<file path="src/rtl/spi_slave_responder.sv">
// SPI slave responder: returns a byte on MISO while capturing the MOSI byte.
// The master drives data on sclk rise and samples on sclk fall, and this block
// does the same. sclk/cs/mosi are oversampled on clk through a synchronizer.
module spi_slave_responder #(
  parameter int                DATA_W      = 8,
  parameter int                SYNC_STAGES = 2,
  parameter logic [DATA_W-1:0] IDLE_BYTE   = '0
) (
  input  logic              i_clk,
  input  logic              i_rst,
  input  logic              i_sclk,
  input  logic              i_cs,
  input  logic              i_mosi,
  output logic              o_miso,
  output logic              o_miso_oe,
  input  logic [DATA_W-1:0] i_tx_data,
  input  logic              i_tx_valid,
  output logic              o_tx_ready,
  output logic [DATA_W-1:0] o_rx_data,
  output logic              o_rx_valid,
  output logic              o_underrun,
  output logic              o_abort,
  output logic              o_busy
);

  localparam int CNT_W = $clog2(DATA_W + 1);

  typedef enum logic [1:0] {S_IDLE, S_SHIFT, S_DONE} state_t;

  logic [SYNC_STAGES-1:0] r_sclk_sync, r_cs_sync, r_mosi_sync;
  logic                   r_sclk_d, r_cs_d;
  logic                   w_sclk_s, w_cs_s, w_mosi_s;
  logic                   w_sclk_rise, w_sclk_fall, w_cs_rise, w_cs_fall;

  logic                   r_hold_full;
  logic [DATA_W-1:0]      r_hold;
  logic                   w_load;

  state_t                 r_state;
  logic [DATA_W-1:0]      r_shreg, r_rxsh;
  logic [CNT_W-1:0]       r_cnt;

  assign w_sclk_s    = r_sclk_sync[SYNC_STAGES-1];
  assign w_cs_s      = r_cs_sync[SYNC_STAGES-1];
  assign w_mosi_s    = r_mosi_sync[SYNC_STAGES-1];
  assign w_sclk_rise =  w_sclk_s & ~r_sclk_d;
  assign w_sclk_fall = ~w_sclk_s &  r_sclk_d;
  assign w_cs_rise   =  w_cs_s   & ~r_cs_d;
  assign w_cs_fall   = ~w_cs_s   &  r_cs_d;

  // Frame start consumes the holding register only if it already held a byte.
  assign w_load      = (r_state == S_IDLE) && w_cs_fall && r_hold_full;
  assign o_tx_ready  = ~r_hold_full;

  // Synchronizer chains plus one edge-detect register per control signal.
  // cs resets high so reset does not fabricate a frame start.
  always_ff @(posedge i_clk) begin
    if (i_rst) begin
      r_sclk_sync <= '0;
      r_cs_sync   <= '1;
      r_mosi_sync <= '0;
      r_sclk_d    <= 1'b0;
      r_cs_d      <= 1'b1;
    end else begin
      r_sclk_sync <= {r_sclk_sync[SYNC_STAGES-2:0], i_sclk};
      r_cs_sync   <= {r_cs_sync[SYNC_STAGES-2:0],   i_cs};
      r_mosi_sync <= {r_mosi_sync[SYNC_STAGES-2:0], i_mosi};
      r_sclk_d    <= w_sclk_s;
      r_cs_d      <= w_cs_s;
    end
  end

  // Holding register: writes only when empty, emptied only by a frame start.
  // A write in the cs_fall cycle lands here for the next frame (no bypass).
  always_ff @(posedge i_clk) begin
    if (i_rst) begin
      r_hold_full <= 1'b0;
      r_hold      <= '0;
    end else begin
      if (w_load)
        r_hold_full <= 1'b0;
      if (i_tx_valid && !r_hold_full) begin
        r_hold_full <= 1'b1;
        r_hold      <= i_tx_data;
      end
    end
  end

  // Frame FSM: shifts MISO out on sclk rise, MOSI in on sclk fall.
  always_ff @(posedge i_clk) begin
    if (i_rst) begin
      r_state    <= S_IDLE;
      r_shreg    <= '0;
      r_rxsh     <= '0;
      r_cnt      <= '0;
      o_miso     <= 1'b0;
      o_miso_oe  <= 1'b0;
      o_rx_data  <= '0;
      o_rx_valid <= 1'b0;
      o_underrun <= 1'b0;
      o_abort    <= 1'b0;
      o_busy     <= 1'b0;
    end else begin
      o_rx_valid <= 1'b0;
      o_underrun <= 1'b0;
      o_abort    <= 1'b0;
      case (r_state)
        S_IDLE: begin
          o_miso    <= 1'b0;
          o_miso_oe <= 1'b0;
          r_cnt     <= '0;
          if (w_cs_fall) begin
            r_shreg    <= r_hold_full ? r_hold : IDLE_BYTE;
            o_underrun <= ~r_hold_full;
            r_rxsh     <= '0;
            r_state    <= S_SHIFT;
            o_busy     <= 1'b1;
            o_miso_oe  <= 1'b1;
          end
        end
        S_SHIFT: begin
          if (w_cs_rise) begin
            // Early deselect: drop the partial byte, leave rx_data alone.
            r_state   <= S_IDLE;
            o_abort   <= 1'b1;
            o_busy    <= 1'b0;
            o_miso_oe <= 1'b0;
            o_miso    <= 1'b0;
          end else begin
            if (w_sclk_rise) begin
              o_miso  <= r_shreg[DATA_W-1];
              r_shreg <= {r_shreg[DATA_W-2:0], 1'b0};
            end
            if (w_sclk_fall) begin
              r_rxsh <= {r_rxsh[DATA_W-2:0], w_mosi_s};
              r_cnt  <= r_cnt + 1'b1;
              // Last bit: publish directly from the incoming sample.
              if (r_cnt == CNT_W'(DATA_W - 1)) begin
                o_rx_data  <= {r_rxsh[DATA_W-2:0], w_mosi_s};
                o_rx_valid <= 1'b1;
                o_miso     <= 1'b0;
                r_state    <= S_DONE;
              end
            end
          end
        end
        S_DONE: begin
          o_miso <= 1'b0;
          if (w_cs_rise) begin
            r_state   <= S_IDLE;
            o_busy    <= 1'b0;
            o_miso_oe <= 1'b0;
          end
        end
        default: r_state <= S_IDLE;
      endcase
    end
  end

endmodule

</file>
<file path="config.mk">
export PLATFORM = sky130hd
export DESIGN_NAME = spi_slave_responder
export DESIGN_NICKNAME = d
export VERILOG_FILES = /design/src/rtl/spi_slave_responder.sv
export SDC_FILE = /design/constraint.sdc
export NUM_CORES = 1
export LEC_CHECK = 0
export ABC_AREA = 1
export CAP_MARGIN = 10
export CORE_MARGIN = 4
export CORE_UTILIZATION = 25
export DETAILED_ROUTE_END_ITERATION = 8
export GPL_TIMING_DRIVEN = 0
export PLACE_DENSITY_LB_ADDON = 0.05
export SLEW_MARGIN = 15
export SYNTH_ARGS = -nofsm -noshare
export SYNTH_HDL_FRONTEND = slang
export SYNTH_SLANG_ARGS = --single-unit
export TNS_END_PERCENT = 30
</file>
<file path="constraint.sdc">
create_clock -name i_clk -period 1.85 [get_ports i_clk]
set_input_delay 0.185 -clock i_clk [delete_from_list [all_inputs] [get_ports i_clk]]
set_output_delay 0.185 -clock i_clk [all_outputs]
set_load 0.1 [all_outputs]
</file>
# After elaboration in Yosys (flattened, before gate mapping)
# Index checks and enable logic that the tools add are counted.
classes:
  addsub: 1
  eq_ne: 11
  n_mux: 32
  bitwise_logic: 14
  reduce_logical: 21
op_table:
  columns: ["op", "n"]
  rows:
  - ["$mux W8", 4]
  - ["$mux W7", 3]
  - ["$pmux W8 S2", 1]
  - ["$reduce_and A4 Y1", 4]
  - ["$pmux W7 S2", 1]
  - ["$mux W1", 11]
  - ["$mux W2", 5]
  - ["$ne A2 B2 Y1 const B", 5]
  - ["$not A1 Y1", 10]
  - ["$mux W4", 2]
  - ["$pmux W4 S2", 1]
  - ["$reduce_bool A2 Y1", 4]
  - ["$ne A3 B3 Y1 const B", 2]
  - ["$pmux W1 S2", 3]
  - ["$pmux W2 S3", 1]
  - ["$reduce_and A3 Y1", 2]
  - ["$reduce_or A2 Y1", 3]
  - ["$add A4 B1 Y4 const B", 1]
  - ["$and A1 B1 Y1", 4]
  - ["$eq A4 B3 Y1 const B", 1]
  - ["$reduce_or A4 Y1", 1]
  - ["$logic_and A1 B1 Y1", 3]
  - ["$reduce_or A3 Y1", 1]
  - ["$eq A2 B1 Y1 const B", 1]
  - ["5 further kinds", 5]
word_totals:
  reg_bits: 52
  input_bits: 14
  output_inout_bits: 15
  word_cells: 97

# Longest topological paths before layout
logic_depth:
  word_depth: 7
  depth_mapped: 10
  mapped_depth_nobuf: 9

# Least setup slack after synthesis
# Ideal clock, no wire load.
synth_path:
  path_kind: "flip-flop to flip-flop"
  from: "register r_hold_full"
  to: "register r_hold[0]"
  setup_time_ns: 0.129
  arrival_ns: 1.483
  t_required_ns: 1.721
  setup_slack_ns: 0.238
  stages_incl_launch_ff: 6
  cell_sequence: "dfxtp_1 > inv_1 > nand2_1 > clkbuf_1 > o21ai_1 > a21oi_1"
synth_via:
  elab_chain_cells: 2
synth_lines:
  columns: ["element", "line_no", "source"]
  rows:
  - ["from (decl)", "35", "logic r_hold_full;"]
  - ["from (signal assigned)", "77", "r_hold_full <= 1'b0;"]
  - ["from (signal assigned)", "81", "r_hold_full <= 1'b0;"]
  - ["from (signal assigned)", "83", "r_hold_full <= 1'b1;"]
  - ["$logic_not A1 Y1", "82", "if (i_tx_valid && !r_hold_full) begin"]
  - ["$logic_and A1 B1 Y1", "82", null]
  - ["to (signal assigned)", "84", "r_hold <= i_tx_data;"]
  - ["to (decl)", "36", "logic [DATA_W-1:0] r_hold;"]
# Every way passes these cells.
# A chain may end at the register's enable or synchronous reset.

# Worst setup path in the final report
layout_path:
  from: "register o_rx_data[0]"
  to: "output o_rx_data[0]"
layout_lines:
  columns: ["element", "line_no", "source"]
  rows:
  - ["from (decl)", "19", "output logic [DATA_W-1:0] o_rx_data,"]
  - ["from (signal assigned)", "139", "o_rx_data <= {r_rxsh[DATA_W-2:0], w_mosi_s};"]
# No word-level cell between the ends.

==> out/results.tsv <==
metric	value	unit
Die Wd	101	um
most frequent cells in the layout	nor2_1 (68), dfxtp_1 (52), nand2_1 (50)	
PortBufs	28	
# diodes	0	
Vias/cell	4.28	
Post-DRT Antenna Nets	0	
Critical Path AT	1.53	ns
Hold Buf Count CTS	0	
Fin. Hold Viols	0	
DR DRC count	0	
CTS tree	built	
slowest stage delay, CP	0.86	ns
max-cap check violation count	0	
Final Max Slew Viols	0	
xor and xnor area share after synthesis	0	
antenna violations before repair	0	
worst rel slew slack	0.357	
Worst setup SP type	flip-flop	
Post-Syn Instances	297	
Synth warnings	0	
# setup viols final	0	
CTS sink count	52	
Synth cell types	22	
Post-CTS Repair Setup Buffers	0	
WS Path Type	reg2out	
largest net degree at the start of global routing	18	
commonest non-fill, non-tap cell in the layout	nor2_1	
worst-path maximum fanout	2	
Die Y	101	um
Final #Nets	352	
Total GRT Usage	0.114	
post-synthesis mux area share	0	
Non-Filler Instances	439	
Worst IR Drop VDD	0.364	mV
Pre-antenna DRT Iters	4	
fill cell count	934	
Critical-path top delay cell	dlygate4sd2_1	
die area	10200	um^2
layout cells sized above 1	0.102	
GRT overflow	0	
post-synthesis compound-gate area fraction	0.115	
clk slew on worst S/H paths	0.11	ns
HP Class	in2reg	
# rows	33	
largest family of logic cells by synthesized area	simple AND/OR/NAND/NOR gates	
post-DP HPWL	3.79	mm
area leader, netlist	dfxtp_1	
Required @ worst endpoint	1.66	ns
synthesis-stage register bit count	52	
synth top area cells	dfxtp_1 (48%), nor2_1 (12%), nand2_1 (8.8%), nand3_1 (5.1%), a21oi_1 (4.2%)	
CTS H-tree depth	2	
routed wire length	5.39	mm
Syn Area/Cell	7.28	um^2
Iter 0 DRT Violations	39	
Final min period	1.71	ns
io pins	29	
RSZ-0062 raised after global routing	no	
total via count in the routed design	1879	
Clock Tree Buf Depth	2	
initial core utilization	0.261	
Worst Clk Skew	0.0122	ns
register area share after synthesis	0.481	
Placeable Area	8300	um^2
outcome	completed	
Lkg Pwr	1.20	nW
design area	2670	um^2
wire per inst	12.3	um
crit path cell chain	dlygate4sd2_1	
max frequency	584	MHz
WP buf/inv	1	
cell area after synthesis	2160	um^2
placed cell area	2570	um^2
vias in the first global route	1843	
adder-cell area share of the yosys netlist	0.0289	
final RePlAce weighted congestion	0.736	
placed cells	430	
Least-Margin Pin Slew	0.969	ns
Worst-Skew Late Latency	0.32	ns
Simple-Gate Fraction of Synth Area	0.308	
critical path endpoint category	primary output	
Synth top area share	0.481	
share of the clock period used by the worst path	0.925	
power per cell area	1280	nW/um^2
total CTS buffers	5	
CP top delay family	buffers and inverters	
Root Driver	clkbuf_8	
Net Count, Synth	316	
first-pass GRT wire length	9.11	mm
area grow syn2layout	23.2	%
==> kinds of logic after synthesis <==
family,count (synthesis)
AOI/OAI and AO/OA,46
adders and majority gates,5
buffers and inverters,37
DFF,52
and+or+nand+nor,157
==> synthesized netlist by cell type (all sizes together) <==
library cell  number
nor2              71
nand2             55
nand4              1
buf                6
nor3               3
o21ai             21
dfxtp             52
a21oi             18
or2                4
clkbuf             2
ha                 5
inv               29
a21boi             7
nand3             23
==> flip-flops by register name, indices dropped and copies added, names as in the netlist, 4 cells and up <==
register and cells:
r_shreg 8, o_rx_data 8, r_rxsh 7, r_hold 8, r_cnt 4
==> cell type report <==
cell class	instances	area [um^2]	share of cell area
multi-input combinational	209	991	0.372
buffer	8	36.3	0.0136
inverter	29	109	0.0408
timing repair buffer	28	264	0.0991
sequential	52	1040	0.391
tap	105	131	0.0493
clock inverter	3	23.8	0.00892
clock buffer	5	68.8	0.0258
==> layer usage <==
| layer | vias up | track usage | wire (um) |
|---|---|---|---|
| li1 | 1018 | - | - |
| met1 | 830 | 0.159 | 2750 |
| met2 | 27 | 0.175 | 2360 |
| met3 | 4 | 0.0263 | 224 |
| met4 | 0 | 0.0337 | 49 |
| met5 | - | 0 | 0 |
==> timing repair <==
item / CTS / global route
endpoints found under the hold margin: 0 / 0
pin swaps: 0 / 1
cloned: 0 / 1
resized for setup: 17 / 2
endpoints found under the setup margin: 15 / 4
==> worst paths after layout <==
kind,from,to,slack (ns),cells past startpoint
setup reg to reg,r_state[1]$_SDFFE_PP0P_,r_shreg[5]$_SDFFE_PP0P_,0.20,8
setup / recovery,o_rx_data[0]$_SDFFE_PP0P_,o_rx_data[0],0.14,1
hold / removal,i_sclk,r_sclk_sync[0]$_SDFF_PP0_,0.38,3
hold reg to reg,r_mosi_sync[0]$_SDFF_PP0_,r_mosi_sync[1]$_SDFF_PP0_,0.41,2
==> power by group <==
part	internal, mW	total (mW)	switching (mW)
logic	0.427	1.34	0.918
registers	1.29	1.40	0.106
clock network	0.269	0.679	0.410
==> through the flow <==
step | power (mW) | hold WS, ns | TNS, ns | setup slack [ns] | util
6_report | 3.42 | 0.383 | 0 | 0.138 | 0.321
2_1_floorplan | 2.42 | 0.254 | 0 | 0.238 | -
4_1_cts | 3.44 | 0.373 | 0 | 0.125 | 0.319
5_1_grt | 3.74 | 0.384 | 0 | 0.00623 | 0.321
3_5_place_dp | 2.75 | 0.396 | -0.0604 | -0.0297 | 0.310
3_3_place_gp | 2.75 | 0.394 | -0.193 | -0.0596 | 0.310
Power figures use the tool's default switching activity.
